===== src/rtl/i2c_pkg.sv =====
// Shared definitions for the I2C master: register map, bus width defaults
// and command-register bit positions decoded by the I2C core.
package i2c_pkg;

   localparam int DEFAULT_DATA_W = 8;
   localparam int DEFAULT_ADDR_W = 8;

   localparam logic [7:0] ADDR_PRESCALER  = 8'h00;
   localparam logic [7:0] ADDR_CMD        = 8'h01;
   localparam logic [7:0] ADDR_TRANSMIT   = 8'h02;
   localparam logic [7:0] ADDR_RECEIVE    = 8'h03;
   localparam logic [7:0] ADDR_ADDRESS_RW = 8'h04;
   localparam logic [7:0] ADDR_STATUS     = 8'h05;

   // Bit positions inside the cmd register, as decoded by the I2C core
   localparam int CMD_START_BIT = 7;
   localparam int CMD_STOP_BIT  = 6;
   localparam int CMD_READ_BIT  = 5;
   localparam int CMD_WRITE_BIT = 4;
   localparam int CMD_NACK_BIT  = 3;
   localparam int CMD_IACK_BIT  = 0;

endpackage


===== src/rtl/i2c_register_block.sv =====
// APB3 register file for the I2C master: config registers, TX push and RX pop strobes.
// Latency: reads are combinational in the access phase; register updates and FIFO pulses land one cycle after the access.
// Backpressure: none; pready_o is asserted on every access (zero wait states).
module i2c_register_block
   import i2c_pkg::*;
#(
   parameter int DATA_W = DEFAULT_DATA_W,
   parameter int ADDR_W = DEFAULT_ADDR_W,
   parameter logic [DATA_W-1:0] PRESCALER_RST = '0
) (
   input  logic              pclk_i,
   input  logic              preset_i,
   input  logic              psel_i,
   input  logic              penable_i,
   input  logic              pwrite_i,
   input  logic [ADDR_W-1:0] paddr_i,
   input  logic [DATA_W-1:0] pwdata_i,
   output logic [DATA_W-1:0] prdata_o,
   output logic              pready_o,
   input  logic [DATA_W-1:0] receive_i,
   input  logic [DATA_W-1:0] status_i,
   output logic [DATA_W-1:0] prescaler_o,
   output logic [DATA_W-1:0] cmd_o,
   output logic [DATA_W-1:0] address_rw_o,
   output logic [DATA_W-1:0] transmit_o,
   output logic              tx_fifo_write_enable_o,
   output logic              rx_fifo_read_enable_o
);

   logic acc;
   logic wr_acc;
   logic rd_acc;

   assign acc      = psel_i & penable_i;
   assign wr_acc   = acc & pwrite_i;
   assign rd_acc   = acc & ~pwrite_i;
   assign pready_o = acc;

   // Reset wins over a coinciding access, so a dropped transfer never pulses a FIFO
   always_ff @(posedge pclk_i) begin
      if (preset_i) begin
         prescaler_o            <= PRESCALER_RST;
         cmd_o                  <= '0;
         address_rw_o           <= '0;
         transmit_o             <= '0;
         tx_fifo_write_enable_o <= 1'b0;
         rx_fifo_read_enable_o  <= 1'b0;
      end else begin
         tx_fifo_write_enable_o <= wr_acc && (paddr_i == ADDR_W'(ADDR_TRANSMIT));
         rx_fifo_read_enable_o  <= rd_acc && (paddr_i == ADDR_W'(ADDR_RECEIVE));
         if (wr_acc) begin
            case (paddr_i)
               ADDR_W'(ADDR_PRESCALER):  prescaler_o  <= pwdata_i;
               ADDR_W'(ADDR_CMD):        cmd_o        <= pwdata_i;
               ADDR_W'(ADDR_TRANSMIT):   transmit_o   <= pwdata_i;
               ADDR_W'(ADDR_ADDRESS_RW): address_rw_o <= pwdata_i;
               default: ;
            endcase
         end
      end
   end

   // Read mux is valid from the setup phase onward so the master sees stable data
   always_comb begin
      prdata_o = '0;
      if (psel_i && !pwrite_i) begin
         case (paddr_i)
            ADDR_W'(ADDR_PRESCALER):  prdata_o = prescaler_o;
            ADDR_W'(ADDR_CMD):        prdata_o = cmd_o;
            ADDR_W'(ADDR_TRANSMIT):   prdata_o = transmit_o;
            ADDR_W'(ADDR_RECEIVE):    prdata_o = receive_i;
            ADDR_W'(ADDR_ADDRESS_RW): prdata_o = address_rw_o;
            ADDR_W'(ADDR_STATUS):     prdata_o = status_i;
            default:                  prdata_o = '0;
         endcase
      end
   end

endmodule


===== config.mk =====
export PLATFORM = sky130hd
export DESIGN_NAME = i2c_register_block
export DESIGN_NICKNAME = d
export VERILOG_FILES = /design/src/rtl/i2c_pkg.sv /design/src/rtl/i2c_register_block.sv
export SDC_FILE = /design/constraint.sdc
export NUM_CORES = 1
export LEC_CHECK = 0
export ABC_AREA = 1
export ABC_CLOCK_PERIOD_IN_PS = 900
export CORE_MARGIN = 2
export CORE_UTILIZATION = 38
export CTS_CLUSTER_DIAMETER = 120
export DETAILED_ROUTE_END_ITERATION = 16
export PLACE_DENSITY = 0.76
export SYNTH_ARGS = -nofsm -noshare
export SYNTH_HDL_FRONTEND = slang
export SYNTH_SLANG_ARGS = --single-unit

===== constraint.sdc =====
create_clock -name pclk_i -period 0.9 [get_ports pclk_i]
set_input_delay 0.09 -clock pclk_i [delete_from_list [all_inputs] [get_ports pclk_i]]
set_output_delay 0.09 -clock pclk_i [all_outputs]
set_load 0.01 [all_outputs]

# ---- After elaboration in Yosys (flattened, before gate mapping)
# Cells that the tools add are included.
dict set report word_totals {
  word_cells 26
  register_bits 34
  output_inout_bits 43
}
dict set report classes {
  n_bitwise 4
  muxes 2
  n_eq_ne 5
  reduce_logical 9
}
# cell n
set op_table {}
lappend op_table {{one-hot mux 8 bit (6 select lines)} 1}
lappend op_table {{equality test 8 x 2 -> 1 bit, second input constant} 2}
lappend op_table {{equality test 8 x 3 -> 1 bit, second input constant} 2}
lappend op_table {{equality test 8 x 1 -> 1 bit, second input constant} 1}
lappend op_table {{zero test 8 bit} 1}
lappend op_table {{two-way mux 8 bit} 1}
lappend op_table {{AND reduction 2 bit} 4}
lappend op_table {{bitwise AND 1 bit} 3}
lappend op_table {{logical AND 1 bit} 3}
lappend op_table {{zero test 1 bit} 1}
lappend op_table {{inverter 1 bit} 1}

# ---- Depth between registers and ports, before layout
dict set report depth {
  depth_word 3
  mapped_depth 8
}

# ---- Worst setup path after synthesis
# No wires, ideal clock.
dict set report synth_path {
  kind {input to output}
  start {in paddr_i[5]}
  end {out prdata_o[4]}
  path_slack_ns -0.174
  path_stages 8
  n_path_buf 1
  t_arrival_ns 0.984
  cell_sequence {nor2_1 -> nand2_2 -> nor2_4 -> buf_6 -> nand2_1 -> nand2_1 -> inv_1 -> a21oi_1}
}
dict set report synth_between {
  elab_chain_len 3
  word_cells_on_any_way 8
  classes_between {eq/ne: 5; mux: 2; reduce/logical: 1}
}
# item line
set synth_rtl {}
lappend synth_rtl {{from (decl)} i2c_register_block.sv:16} ;# input logic [ADDR_W-1:0] paddr_i,
lappend synth_rtl {{equality test 8 x 3 -> 1 bit (tied with other cells)} i2c_register_block.sv:67} ;# case (paddr_i)
lappend synth_rtl {{one-hot mux 8 bit (6 select lines) *} i2c_register_block.sv:67}
lappend synth_rtl {{two-way mux 8 bit *} i2c_register_block.sv:66} ;# if (psel_i && !pwrite_i) begin
lappend synth_rtl {{to (decl)} i2c_register_block.sv:18} ;# output logic [DATA_W-1:0] prdata_o,
# Every way passes the cells marked *; elsewhere a longest branch is shown, timed or not.

# ---- Worst setup path in the final report
dict set report layout_path {
  start {in paddr_i[1]}
  end {out prdata_o[7]}
}
# Same word-level chain as after synthesis.

==> impl_metrics.csv <==
group,metric,value,unit
cells_and_area,final_common_cell,"buf_6",
clock_tree,cts_buffers,5,
synthesis,avgSynthCellArea,6.68,µm²
sta,slew_violations,0,
clock_tree,cts_tree,"built",
synthesis,yosysSeqAreaShare,36.9,%
cells_and_area,multi_input_area,1460,µm²
cells_and_area,syn2layout_area_growth,134,%
floorplan,core_area,4690,µm²
power,powerDensity,792,nW/µm²
worst_setup_path,crit_type,"in -> out",
sta,setup-tns-final,-9990,ps
cells_and_area,final_cells,508,
power,p_leak,1.89,nW
worst_setup_path,cp_common_cell,"buf_6",
cells_and_area,final_cell_mix,"buf_6, nor2_1, nand3_1, buf_4, dfxtp_2",
sta,fmax,678,MHz
sta,hold_viol_final,0,
min_path,min_path_type,"in -> reg",
clock_tree,clock_path_buffers,2,
clock_tree,cts.sinks,34,
placement,port_buffers,79,
synthesis,yosysWarnings,0,
sta,skew,0,ps
floorplan,die_area,5420,µm²
power,peakVddDrop,0.00106,V
cells_and_area,layout-drive-gt1-share,66.5,%
worst_setup_path,cp_cell_sequence,"buf_12 > buf_6 > nand2_4 > nor2_4 > buf_6 > nand2_1 > o21ai_1 > inv_1 > a21oi_2 > buf_2",
sta,worst_pin_slew,387,ps
synthesis,synth_area,1840,µm²
sta,hold_ws,293,ps
clock_tree,clk_pin_slew,70,ps
worst_setup_path,crit_path_start_kind,"input pin",
cells_and_area,insertedDiodeCount,0,
placement,dpl-instance-area,3080,µm²
routing,wl,11800,µm
routing,drtIter0Drc,341,
worst_setup_path,crit_path_end_kind,"output port",
placement,place.gp.congestion,0.886,
placement,dp_cells,451,
routing,via_per_inst,6.05,
routing,wl_met3,1040,µm
worst_setup_path,crit_path_max_fanout,4,
routing,route.met2.wl,5750,µm
synthesis,synth_ff_type,"dfxtp_1",
placement,dp.final_hpwl,4970,µm
clock_tree,clock-root-buffer,"clkbuf_8",
routing,wl_per_cell,23.2,µm
floorplan,initial_utilization,39.3,%
worst_setup_path,cp.arrival,1380,ps
grt,antenna_found_initial,0,
synthesis,synth_nets,313,
grt,grt_start_max_net_pins,26,
synthesis,synthArstFlopShare,0,%
clock_tree,clock_latency,300,ps
cells_and_area,nFillCells,164,
synthesis,ys_ff_latch,34,
placement,dp_slack,-1200,ps
synthesis,yosysUniqueCellTypes,21,
floorplan,die_y,73.6,µm
worst_setup_path,cpPeakStageDelay,220,ps
routing,drc,0,
grt,grt.total_usage,31.9,%
sta,fin_crit_sh,164,%
sta,relSlewSlack,74.1,%
run_status,violations,"setup timing",
synthesis,synth-edff-count,0,
routing,dr.pass1.iters,5,
worst_setup_path,worst-path-buf-inv,5,
worst_setup_path,slowest_stage,"o21ai_1",
floorplan,top_level_ports,80,
cells_and_area,nets,490,
floorplan,fp.dieW,73.6,µm
grt,grt_pass1_wl,12900,µm
routing,drt-met1-wl,4130,µm
grt,grt_pass1_vias,2609,
clock_tree,cts_htree_levels,2,
worst_setup_path,crit_family,"buffers and inverters",
sta,setup_ws,-574,ps
sta,period_minus_slack,1470,ps
power,p_total,3.41,mW
worst_setup_path,cp.required,810,ps
cells_and_area,final_util,91.9,%
sta,rsz0062_at_grt,"yes",
sta,setup_viol_count_final,73,
cells_and_area,stdcell_area,4310,µm²
routing,final_antenna_net_count,0,
run_status,outcome,"finished with violations",
floorplan,num_rows,25,
flow_run,max_cap_violations,0,
routing,top_layer_used,"met4",
routing,via_count,3074,
synthesis,netlist_instances,276,
grt,grt.overflow.total,0,
cells_and_area,regArea,728,µm²
==> sequential cells by signal, summed over array words and instances (netlist names) <==
register / cells
rx_fifo_read_enable_o: 1
cmd_o: 8
prescaler_o: 8
transmit_o: 8
address_rw_o: 8
tx_fifo_write_enable_o: 1
==> cell usage after synthesis, types with 3 or more instances <==
| cell | n | area, µm² |
|---|---|---|
| a21oi_1 | 18 | 90.1 |
| buf_6 | 6 | 67.6 |
| dfxtp_1 | 34 | 681 |
| inv_1 | 16 | 60.1 |
| inv_2 | 3 | 11.3 |
| nand2_1 | 51 | 191 |
| nand3_1 | 46 | 230 |
| nor2_1 | 56 | 210 |
| nor2_2 | 3 | 18.8 |
| nor2_4 | 5 | 56.3 |
| o21ai_0 | 24 | 120 |
==> power breakdown <==
part	switching [mW]	total (mW)	internal (mW)
sequential	0.000842	1.49	1.49
combinational	0.363	0.694	0.331
clock	0.608	1.23	0.618
total	0.972	3.41	2.44
==> final cells by class <==
| class | count | area share (%) |
|---|---|---|
| clock buffers | 7 | 2.00 |
| clock inverters | 1 | 0.116 |
| inverters | 21 | 3.22 |
| multi-input cells | 214 | 33.8 |
| flip-flops and latches | 34 | 16.9 |
| well taps | 54 | 1.57 |
| repair buffers | 175 | 41.6 |
| repair inverters | 2 | 0.842 |
==> final timing paths <==
check | from | slack [ps] | end | cells past startpoint
setup / recovery | paddr_i[1] | -570 | prdata_o[7] | 10
hold / removal | pwrite_i | 290 | rx_fifo_read_enable_o$_SDFF_PP0_ | 5
setup reg to reg | address_rw_o[0]$_SDFFE_PP0P_ | 0 | address_rw_o[0]$_SDFFE_PP0P_ | 4
hold reg to reg | address_rw_o[6]$_SDFFE_PP0P_ | 500 | address_rw_o[6]$_SDFFE_PP0P_ | 2
==> worst min-delay path: stages <==
cell and delay (ps):
clkbuf_2 80, inv_2 40, nand2_1 90, buf_4 190, nor3_2 60
==> per-layer routing <==
metal	global-route usage, %	vias up
met5	0	-
met4	17.0	0
met3	7.82	88
met2	54.5	265
met1	36.4	1453
li1	-	1268
==> timing repair <==
action,in CTS,in global routing
gates resized for setup,354,153
endpoints found under the setup margin,77,74
hold buffers,0,0
gates cloned,4,2
buffers inserted,22,37
pin swaps,27,43
==> cells by family (layout without fill, tap and decap cells) <==
family	Yosys count	count (layout)	share of synthesized area, %
AOI/OAI and AO/OA	44	44	11.9
DFF	34	34	36.9
buffers and inverters	31	206	9.37
and+or+nand+nor	167	170	41.8
No activity file was read; power rests on OpenSTA's default activity.
